### src/rtl/regfile_wb_arbiter.sv
// Two-port (ALU / load) round-robin writeback arbiter for a 16-entry register file.
// An optional pending-write scoreboard is built when the WB_SCOREBOARD_EN macro is defined.
module regfile_wb_arbiter #(
    parameter int unsigned NREG = 16
) (
    input  logic        clk,
    input  logic        rst,
    input  logic        a_valid,
    output logic        a_ready,
    input  logic [3:0]  a_rd,
    input  logic [31:0] a_data,
    input  logic        b_valid,
    output logic        b_ready,
    input  logic [3:0]  b_rd,
    input  logic [31:0] b_data,
    output logic        wb_en,
    output logic [3:0]  wb_rd,
    output logic [31:0] wb_data,
    input  logic        iss_valid,
    input  logic [3:0]  iss_rd,
    input  logic [3:0]  rs1,
    input  logic [3:0]  rs2,
    output logic        rs1_busy,
    output logic        rs2_busy
);

    typedef enum logic {
        GRANT_A = 1'b0,
        GRANT_B = 1'b1
    } grant_t;

    grant_t lg;
    grant_t lg_next;
    logic   xfer;

    // The requester not last granted wins contention; a lone requester always wins.
    always_comb begin
        a_ready = 1'b0;
        b_ready = 1'b0;
        if (!rst) begin
            a_ready = a_valid && (!b_valid || (lg == GRANT_B));
            b_ready = b_valid && (!a_valid || (lg == GRANT_A));
        end
    end

    assign xfer = a_ready || b_ready;

    always_comb begin
        lg_next = lg;
        if (a_ready) begin
            lg_next = GRANT_A;
        end else if (b_ready) begin
            lg_next = GRANT_B;
        end
    end

    always_ff @(posedge clk) begin
        if (rst) begin
            lg      <= GRANT_B;
            wb_en   <= 1'b0;
            wb_rd   <= '0;
            wb_data <= '0;
        end else begin
            lg    <= lg_next;
            wb_en <= xfer;
            if (a_ready) begin
                wb_rd   <= a_rd;
                wb_data <= a_data;
            end else if (b_ready) begin
                wb_rd   <= b_rd;
                wb_data <= b_data;
            end
        end
    end

`ifdef WB_SCOREBOARD_EN
    logic [NREG-1:0] pending;
    logic [NREG-1:0] set_mask;
    logic [NREG-1:0] clr_mask;

    always_comb begin
        set_mask = '0;
        clr_mask = '0;
        if (iss_valid) begin
            set_mask[iss_rd] = 1'b1;
        end
        if (wb_en) begin
            clr_mask[wb_rd] = 1'b1;
        end
    end

    // Set applied after clear so a same-edge reissue keeps the register busy.
    always_ff @(posedge clk) begin
        if (rst) begin
            pending <= '0;
        end else begin
            pending <= (pending & ~clr_mask) | set_mask;
        end
    end

    assign rs1_busy = !rst && pending[rs1];
    assign rs2_busy = !rst && pending[rs2];
`else
    logic unused_sb_inputs;
    assign unused_sb_inputs = ^{iss_valid, iss_rd, rs1, rs2};
    assign rs1_busy = 1'b0;
    assign rs2_busy = 1'b0;
`endif

endmodule
### config.mk
export PLATFORM = sky130hd
export DESIGN_NAME = regfile_wb_arbiter
export DESIGN_NICKNAME = d
export VERILOG_FILES = /design/src/rtl/regfile_wb_arbiter.sv
export SDC_FILE = /design/constraint.sdc
export NUM_CORES = 1
export LEC_CHECK = 0
export CORE_UTILIZATION = 37
export CTS_CLUSTER_SIZE = 25
export DETAILED_ROUTE_END_ITERATION = 6
export PLACE_DENSITY_LB_ADDON = 0.08
export SLEW_MARGIN = 20
export SYNTH_ARGS = -nofsm -noshare
export SYNTH_HDL_FRONTEND = slang
export SYNTH_SLANG_ARGS = --single-unit
### constraint.sdc
create_clock -name clk -period 2.7 [get_ports clk]
set_input_delay 0.405 -clock clk [delete_from_list [all_inputs] [get_ports clk]]
set_output_delay 0.405 -clock clk [all_outputs]
set_load 0.02 [all_outputs]
* Word level (Yosys, flattened, before mapping)
Index checks and enable logic that the tools add are counted.
** Word-level totals
- Register bits after elaboration :: 38
** Cells by class
- Mux-type cells :: 8
- Bitwise operators :: 1
- Reduce and logical (&&, ||, !) cells :: 8
** Operators with widths (count)
- 32-bit 2-to-1 mux :: 2
- 4-bit 2-to-1 mux :: 2
- 1-bit 2-to-1 mux :: 4
- 1-bit logical OR :: 3
- 1-bit logical AND :: 2
- 1-bit logical NOT :: 2
- 2-bit nonzero test :: 1
- 1-bit NOT :: 1

* Depth between registers and ports, before layout
- Word-level depth :: 6
- Mapped depth :: 5

* Least setup slack after synthesis
OpenSTA, ideal clock, no wires.
- Path kind :: input to output
- From :: input a_valid
- To :: output b_ready
- Data arrival time :: 1312 ps
- Data required time :: 2295 ps
- Path slack :: 983 ps
- Stages :: 3
- Path through :: buf_2 > clkbuf_1 > a211oi_1
** Between the ends
- Cells in the longest elaborated chain, start to end :: 4
** Ends and longest elaborated chain
- from (decl) :: line 8 : input logic a_valid,
- 1-bit logical NOT :: line 42 : b_ready = b_valid && (!a_valid || (lg == GRANT_A));
- 1-bit logical OR :: line 42
- 1-bit logical AND :: line 42
- 1-bit 2-to-1 mux :: line 40 : if (!rst) begin
- to (decl) :: line 13 : output logic b_ready,
Every way passes these cells.

* Worst setup path in the final report
- From :: input b_valid
- To :: output b_ready
** Between the ends
- Cells in the longest elaborated chain, start to end :: 2
** Ends and longest elaborated chain
- from (decl) :: line 12 : input logic b_valid,
- 1-bit logical AND :: line 42
- 1-bit 2-to-1 mux :: line 40
Every way passes these cells.

==> metrics.txt <==
status=finished with violations; failing checks=DRC; Max FO, Critical Path=4; row count=24; fraction of layout cells with a size suffix above 1=6.27%; Routed met1 length=2410 um; Top Metal Used=met4; Worst Max-Slew Pin Slew=740 ps; drt first pass iters=6; commonest non-fill, non-tap cell in the layout=clkdlybuf4s50_1; WP data arrival=1900 ps; PwrDens=500 nW/um2; Slowest-stage cell, CP=clkdlybuf4s50_1; switching pwr=0.407 mW; most used cell, CP=clkdlybuf4s50_1; initial core utilization=39.5%; Skew-Pair Late Insertion Delay=290 ps; setup violators final=0; Die X=71.1 um; Comb power frac=26.0%; Sink Count=38; nets@finish=375; post-cts resize count=0; total die area=5060 um2; Pwr Total=1.51 mW; CP cell instances=clkdlybuf4s50_1 > inv_2 > a211oi_1 > clkdlybuf4s50_1; Die Height=71.1 um; sequential fraction of the synthesis area=43.1%; Mapped Avg Cell Area=9.81 um2; clk slew on worst S/H paths=80 ps; GRT overflow=0; total track usage=22.5%; Synth Register Bits=38; Post-CTS Hold Buffers=0; Final Cycle Share=85.2%; Synth cell types=16; setup TNS=0 ps; Synth area leader=dfxtp_1; clock share of power=32.1%; Fill cells=364; routed length on met3=519 um; pin count of the biggest net entering global routing=37; CTS buffer count=5; Post-Synthesis Cells=180; Area Overhead vs Synth=71.1%; worst rel slew slack=50.5%; Cell Area, Synth=1770 um2; Post-CTS Setup Inserts=0; Post-Route Skew=6.71 ps; Synth Warn #=0; CTS Buffer Depth=2; max_cap viols=0; register cell area after layout=761 um2; drt wl/cell=16.1 um; CTS tree=built; RSZ-0062 raised after global routing=no; placer congestion estimate=0.713; ANT nets after route=0; largest cells by area after synthesis=dfxtp_1, a221o_1, a2111oi_0, inv_1, clkbuf_1; fin cells=339; peak supply drop=0.241 mV; Setup crit start kind=primary input; most frequent cells in the layout=clkdlybuf4s50_1, dfxtp_1, inv_1, a2111oi_0, a221o_1; met2 WL=2470 um; Period minus WS final=2300 ps; initial antenna violation count=0; final hold violation count=0; top cell type's share of synthesized area=43.1%; f_max=435 MHz; Cell Int Power=1.11 mW; number of inserted diodes=0; first-pass GRT wire length=8970 um; drc violations=8; Root Buffer=clkbuf_8; IO Count=130; Port-buffer cells=114; drt initial violations=87; number of H-tree levels=2; vias in the first global route=1926; Worst Path Required=2300 ps; CP endpoint kind=output pin; Flop pwr share=41.9%; DRT Wirelength=5450 um; Multi-input gate area=743 um2; vias per inst=5.58; core area=4470 um2; Sw Ratio=26.9%; Hold WC Path Type=reg -> reg; Setup CP Type=in -> out; Pins Over Slew Limit=0; Placed Instances=331; detailed placement HPWL=3620 um; CP peak stage delay=660 ps; vias=1891; cell leakage power=1.20 nW
-- Yosys cell counts (all sizes together) --
master    n
a211oi    1
buf      11
nand3b    1
dfxtp    38
conb      1
inv      37
a221o    36
nand2b    2
nor2      2
a2111oi  36
nor3      1
clkbuf   13
and3b     1
-- registers in the layout, indices dropped and copies added, names as in the netlist --
| signal | count |
|---|---|
| wb_data | 32 |
| lg | 1 |
| wb_rd | 4 |
| wb_en | 1 |
-- layout make-up --
type	instances	area share, %
multi-input cells	82	24.6
flip-flops and latches	38	25.2
clock buffers	5	2.28
clock inverters	3	1.49
well taps	52	2.15
repair buffers	122	39.7
inverters	37	4.59
-- cell families after synthesis --
kind of cell | Yosys count | synth area share, %
AO/OA/AOI/OAI | 73 | 38.7
buffers and inverters | 61 | 15.4
flip-flops | 38 | 43.1
AND/OR/NAND/NOR | 7 | 2.62
other | 1 | 0.212
-- worst paths after layout --
check                     startpoint                      end  slack (ps)  depth (start not counted)
min reg2reg  wb_data[7]$_SDFFE_PP0P_  wb_data[7]$_SDFFE_PP0P_         490                          1
max                          b_valid                  b_ready         400                          4
max reg2reg          lg$_SDFFE_PP1P_  wb_data[0]$_SDFFE_PP0P_        1100                          4
min          wb_data[7]$_SDFFE_PP0P_  wb_data[7]$_SDFFE_PP0P_         490                          1
-- power groups by stage --
stage | Sequential, mW | Combinational, mW | Clock, mW
final | 0.634 | 0.393 | 0.485
after CTS | 0.634 | 0.394 | 0.501
after detailed placement | 0.645 | 0.393 | 0
after floorplan | 0.698 | 0.114 | 0
after global placement | 0.645 | 0.390 | 0
after global routing | 0.640 | 0.419 | 0.522
-- critical path: cells and delay by family --
family	cells	cell delay, ps
buffers and inverters	3	1300
AOI/OAI and AO/OA	1	200
-- stage by stage --
step | util, % | hold slack (ps) | cell area [um2] | setup slack, ps
final | 67.6 | 490 | 3020 | 399
after global routing | 67.6 | 510 | 3020 | 339
after CTS | 67.6 | 495 | 3020 | 395
after detailed placement | 65.0 | 467 | 2910 | 390
after global placement | 65.0 | 467 | 2910 | 397
after floorplan | - | 521 | 1770 | 983
-- per-layer routing --
metal	vias to the layer above	GRT usage, %
met5	-	0
met4	0	5.33
met3	5	8.69
met2	82	37.9
met1	882	27.0
li1	922	-
No activity file was read; power rests on OpenSTA's default activity.
